`src/rtl/div_scheduler.sv`:
```
// Round-robin arbiter sharing one iterative 16-bit divider among NCH requesters.
// Filters divide-by-zero before launch, bounds each operation with a timeout.
module div_scheduler #(
    parameter int unsigned NCH     = 4,
    parameter int unsigned TIMEOUT = 512
) (
    input  logic              clk_i,
    input  logic              rst_i,
    input  logic [NCH-1:0]    req_i,
    input  logic [16*NCH-1:0] req_divisor_i,
    input  logic [16*NCH-1:0] req_dividend_i,
    output logic [NCH-1:0]    ack_o,
    output logic              resp_valid_o,
    output logic [2:0]        resp_ch_o,
    output logic [15:0]       resp_quotient_o,
    output logic              resp_err_o,
    output logic              busy_o,
    output logic              div_go_o,
    output logic [15:0]       div_divisor_o,
    output logic [15:0]       div_dividend_o,
    input  logic [15:0]       div_quotient_i,
    input  logic              div_done_i
);

    localparam int unsigned CntW = $clog2(TIMEOUT);

    typedef enum logic [2:0] {StIdle, StLaunch, StSettle, StWait, StDone} state_e;

    state_e          state_q;
    logic [2:0]      ptr_q;
    logic [2:0]      ch_q;
    logic [CntW-1:0] cnt_q;
    logic [NCH-1:0]  ack_q;
    logic            resp_valid_q;
    logic [2:0]      resp_ch_q;
    logic [15:0]     resp_quotient_q;
    logic            resp_err_q;
    logic            div_go_q;
    logic [15:0]     div_divisor_q;
    logic [15:0]     div_dividend_q;

    logic [NCH-1:0]  req_rot;
    logic            grant_vld;
    logic [3:0]      grant_sum;
    logic [2:0]      grant_ch;
    logic [2:0]      ptr_nxt;
    logic [NCH-1:0]  grant_oh;
    logic [NCH-1:0]  ch_oh;
    logic [15:0]     sel_divisor;
    logic [15:0]     sel_dividend;

    // Rotate requests so bit 0 is the pointer position; first set bit wins.
    always_comb begin
        req_rot   = NCH'({req_i, req_i} >> ptr_q);
        grant_vld = 1'b0;
        grant_sum = '0;
        for (int unsigned i = 0; i < NCH; i++) begin
            if (!grant_vld && req_rot[i]) begin
                grant_vld = 1'b1;
                grant_sum = {1'b0, ptr_q} + 4'(i);
            end
        end
        if (grant_sum >= 4'(NCH)) begin
            grant_sum = grant_sum - 4'(NCH);
        end
        grant_ch     = grant_sum[2:0];
        ptr_nxt      = (grant_ch == 3'(NCH - 1)) ? 3'd0 : grant_ch + 3'd1;
        grant_oh     = '0;
        ch_oh        = '0;
        sel_divisor  = '0;
        sel_dividend = '0;
        for (int unsigned j = 0; j < NCH; j++) begin
            grant_oh[j] = (grant_ch == 3'(j));
            ch_oh[j]    = (ch_q == 3'(j));
            if (grant_ch == 3'(j)) begin
                sel_divisor  = req_divisor_i[16*j +: 16];
                sel_dividend = req_dividend_i[16*j +: 16];
            end
        end
    end

    always_ff @(posedge clk_i) begin
        if (rst_i) begin
            state_q         <= StIdle;
            ptr_q           <= '0;
            ch_q            <= '0;
            cnt_q           <= '0;
            ack_q           <= '0;
            resp_valid_q    <= 1'b0;
            resp_ch_q       <= '0;
            resp_quotient_q <= '0;
            resp_err_q      <= 1'b0;
            div_go_q        <= 1'b0;
            div_divisor_q   <= '0;
            div_dividend_q  <= '0;
        end else begin
            // Response and go are single-cycle pulses unless reloaded below.
            ack_q           <= '0;
            resp_valid_q    <= 1'b0;
            resp_ch_q       <= '0;
            resp_quotient_q <= '0;
            resp_err_q      <= 1'b0;
            div_go_q        <= 1'b0;
            unique case (state_q)
                StIdle: begin
                    if (grant_vld) begin
                        ch_q           <= grant_ch;
                        ptr_q          <= ptr_nxt;
                        div_divisor_q  <= sel_divisor;
                        div_dividend_q <= sel_dividend;
                        if (sel_divisor == 16'd0) begin
                            state_q         <= StDone;
                            ack_q           <= grant_oh;
                            resp_valid_q    <= 1'b1;
                            resp_ch_q       <= grant_ch;
                            resp_quotient_q <= 16'hFFFF;
                            resp_err_q      <= 1'b1;
                        end else begin
                            state_q  <= StLaunch;
                            div_go_q <= 1'b1;
                        end
                    end
                end
                StLaunch: begin
                    state_q <= StSettle;
                end
                StSettle: begin
                    // Divider output is stale here; done is not trusted yet.
                    cnt_q   <= '0;
                    state_q <= StWait;
                end
                StWait: begin
                    if (div_done_i) begin
                        state_q         <= StDone;
                        ack_q           <= ch_oh;
                        resp_valid_q    <= 1'b1;
                        resp_ch_q       <= ch_q;
                        resp_quotient_q <= div_quotient_i;
                    end else if (cnt_q == CntW'(TIMEOUT - 1)) begin
                        state_q         <= StDone;
                        ack_q           <= ch_oh;
                        resp_valid_q    <= 1'b1;
                        resp_ch_q       <= ch_q;
                        resp_quotient_q <= 16'hFFFF;
                        resp_err_q      <= 1'b1;
                    end else begin
                        cnt_q <= cnt_q + CntW'(1);
                    end
                end
                StDone: begin
                    state_q        <= StIdle;
                    div_divisor_q  <= '0;
                    div_dividend_q <= '0;
                end
                default: begin
                    state_q <= StIdle;
                end
            endcase
        end
    end

    assign ack_o           = ack_q;
    assign resp_valid_o    = resp_valid_q;
    assign resp_ch_o       = resp_ch_q;
    assign resp_quotient_o = resp_quotient_q;
    assign resp_err_o      = resp_err_q;
    assign busy_o          = (state_q != StIdle);
    assign div_go_o        = div_go_q;
    assign div_divisor_o   = div_divisor_q;
    assign div_dividend_o  = div_dividend_q;

endmodule

```
`config.mk`:
```
export PLATFORM = sky130hd
export DESIGN_NAME = div_scheduler
export DESIGN_NICKNAME = d
export VERILOG_FILES = /design/src/rtl/div_scheduler.sv
export SDC_FILE = /design/constraint.sdc
export NUM_CORES = 1
export LEC_CHECK = 0
export CAP_MARGIN = 20
export CELL_PAD_IN_SITES_DETAIL_PLACEMENT = 0
export CELL_PAD_IN_SITES_GLOBAL_PLACEMENT = 2
export CORE_ASPECT_RATIO = 1.4
export CORE_MARGIN = 10
export CORE_UTILIZATION = 21
export DETAILED_ROUTE_END_ITERATION = 8
export HOLD_SLACK_MARGIN = 0.08
export PLACE_DENSITY_LB_ADDON = 0.05
export SYNTH_ARGS = -nofsm -noshare
export SYNTH_HDL_FRONTEND = slang
export SYNTH_SLANG_ARGS = --single-unit
export TNS_END_PERCENT = 20
```
`constraint.sdc`:
```
create_clock -name clk_i -period 4.8 [get_ports clk_i]
set_input_delay 0.96 -clock clk_i [delete_from_list [all_inputs] [get_ports clk_i]]
set_output_delay 0.96 -clock clk_i [all_outputs]
set_load 0.01 [all_outputs]
```
==> impl_results.md <==
* Status: complete, no violations
* Placed cells at 949
* Flops & latches, synth at 76
* Kind of end point of the critical path: flop
* Placed inst area at 6680 sq um
* Period utilization at 0.940
* Mean Syn Cell Area at 8.40 sq um
* Startpoint Class: primary input
* Die H at 183 um
* Synth area leader: dfxtp_1
* First-pass GRT wire length at 27800 um
* Slew Limit Fails at 0
* Final Cell Area at 7030 sq um
* GP Congestion at 0.790
* Area of the multi-input gates at 2290 sq um
* Top cells by area, synth: dfxtp_1, nor2_1, o21ai_0, a221o_1, a21oi_1
* Synth Flop Type: dfxtp_1
* Input/output buffers at 209
* DR iter-0 viols at 130
* Final Critical Period at 4510 ps
* GR Overflow Total at 0
* Final Non-Filler Cells at 967
* Via count at 4544
* CP Data Required Time at 5080 ps
* DRC at 0
* NumNets Final at 877
* DIE WIDTH at 136 um
* Setup repair bufs after CTS at 0
* Pleak at 2.76 nW
* Layout cells sized above 1 at 0.133
* Arr. time, crit path at 4800 ps
* Vias per inst at 4.70
* Power per cell area at 683 nW/um^2
* XOR/XNOR share of the synthesized area at 0.0176
* CTS tree: yes
* Fill cells at 1985
* # IOs at 210
* Overall Global Routing Usage at 0.143
* Area Overhead vs Synth at 76.9%
* CTS H-tree depth at 3
* Site row count at 59
* # clock sinks at 76
* Type of the most critical hold path: reg -> reg
* VDD IR max at 0.388 mV
* Critical Path Fanout Max at 18
* Hold Buf Count CTS at 0
* Routed len/inst at 18.7 um
* TritonCTS Buffers at 9
* Routed wire length at 18000 um
* Final setup violation count at 0
* Worst-Margin Slew at 900 ps
* Synth Cell Area at 3970 sq um
* RSZ-0062 raised after global routing: no
* Syn nets at 634
* Largest family of logic cells by synthesized area: compound AO/OA/AOI/OAI gates
* Async set-reset flop share out of synthesis at 0
* Rel. slew slack at 0.397
* Post-DP HPWL at 14600 um
* Number of global-route vias before repair at 4929
* Crit path kind: in -> reg
* Compound-Gate Fraction of Synth Area at 0.332
* Die ar. at 24900 sq um
* Share of the synthesized area in the top cell type at 0.383
* Peak Freq at 222 MHz
* Final Hold Fails at 0
* Core area at 18600 sq um
* Pre-antenna DRT Iters at 4
* Clock tree buffer depth at 2
* Antenna-violating nets left at 0
* Worst-skew pair later-pin latency at 350 ps
* Post-synth EDFFs at 0
* Clk root buf: clkbuf_16
* Pin count of the biggest net entering global routing at 34
* Clk slew on worst S/H paths at 60 ps
* Post-synthesis cell type count at 58
* Storage cell area at 1520 sq um
* Clock Skew at 12.2 ps
* Mapped Cells at 473
* Sequential element share of the synthesized area at 0.383
* Post-synthesis adder-cell area fraction at 0.0315
* Initial antenna violation count at 2
* PostCTS Resize Cnt at 0
* Starting density of the core at 0.214
* Mux share of post-synthesis cell area at 0.0135
* YS warnings at 0
* Simple-gate share of the synthesized area at 0.166
* Max Cap Violations at 0
[power breakdown]
part | total (W) | internal (W) | switching [W]
registers | 0.000793 | 0.000727 | 0.0000654
logic | 0.00334 | 0.00165 | 0.00168
clock network | 0.000672 | 0.000364 | 0.000308
[layer usage]
layer / wire length (um) / vias to the layer above / share of wire / track usage
met1: 7000 / 2132 / 0.39 / 0.147
met3: 1280 / 21 / 0.071 / 0.0468
met4: 350 / 0 / 0.019 / 0.0457
met5: 0 / - / 0 / 0
met2: 9410 / 137 / 0.52 / 0.266
li1: - / 2254 / - / -
[kinds of logic after synthesis]
family                     after synthesis
DFF                                     76
adders and majority gates               10
buffers and inverters                   47
muxes                                    4
AOI/OAI and AO/OA                      182
xor gates and xnor gates                 8
and+or+nand+nor                        146
[registers in the layout, summed over array words and instances (netlist names)]
signal / count
div_dividend_o: 16
div_divisor_o: 16
resp_quotient_o: 16
cnt_q: 9
ack_o: 4
ch_q: 3
ptr_q: 3
resp_ch_o: 3
state_q: 3
div_go_o: 1
resp_err_o: 1
resp_valid_o: 1
[stage by stage]
step                setup WS, ps  hold slack, ps  setup TNS, ps   util  total power, W
floorplan                    453             426              0      -         0.00262
global placement            -144             445          -2970  0.359         0.00409
detailed placement          -256             447          -6000  0.359         0.00409
CTS                         98.2             462              0  0.375         0.00480
global route                21.0             484              0  0.378         0.00527
finish                       286             461              0  0.378         0.00480
[Yosys cell counts, types with 3 or more instances]
library cell,number
a21oi_1,31
buf_1,4
nand3_1,9
a22oi_1,18
xnor2_1,4
a221o_1,20
a221oi_1,10
ha_1,10
nand2_1,37
a22o_1,3
nor2_1,64
buf_2,6
xor2_1,4
nand4_1,5
nor2b_1,5
buf_6,4
and3_1,4
a211oi_1,3
inv_1,12
nor3_1,6
clkbuf_1,18
o2bb2ai_1,17
o22ai_1,16
o21ai_0,41
dfxtp_1,76
nand2b_1,4
[cell type report]
cell class,instances,area share
clock inverters,7,0.00926
multi-input cells,350,0.326
clock buffers,9,0.0320
repair buffers,266,0.366
flip-flops and latches,76,0.216
diodes,2,0.000712
inverters,13,0.00694
well taps,244,0.0434
[cells in the final DEF (no fill, tap or decap), drive strengths merged, types with 5 or more instances in the layout]
cell | synthesis | final
buf | 16 | 57
inv | 12 | 17
a22oi | 18 | 18
a21oi | 31 | 31
a221oi | 12 | 12
a211oi | 5 | 5
nand4 | 5 | 5
a221o | 20 | 20
nor2 | 64 | 64
nand2 | 38 | 38
clkbuf | 18 | 9
nand3 | 10 | 10
nor3 | 6 | 6
ha | 10 | 10
o2bb2ai | 17 | 17
o22ai | 17 | 17
clkdlybuf4s50 | 0 | 209
dfxtp | 76 | 76
nor2b | 5 | 5
o21ai | 44 | 44
[final timing paths]
check | start | end | slack (ps) | depth (start not counted)
setup / recovery | req_i[1] | resp_quotient_o[3]$_SDFF_PP0_ | 290 | 17
hold reg to reg | cnt_q[8]$_SDFFE_PP0P_ | cnt_q[8]$_SDFFE_PP0P_ | 460 | 2
hold / removal | cnt_q[8]$_SDFFE_PP0P_ | cnt_q[8]$_SDFFE_PP0P_ | 460 | 2
setup reg to reg | ptr_q[0]$_SDFFE_PP0P_ | resp_valid_o$_SDFF_PP0_ | 720 | 18
[critical path, cell delays in order]
cell and delay (ps):
clkdlybuf4s50_1 450, mux2_2 300, nand2b_1 180, buf_4 160
a211oi_4 310, a32oi_2 180, buf_4 180, ha_1 250
buf_4 220, buf_4 210, a221o_1 370, a22oi_1 210
a21o_1 170, and4_1 260, o21ai_2 120, buf_12 190
nand2_1 60
(Power assumes the default switching activity.)
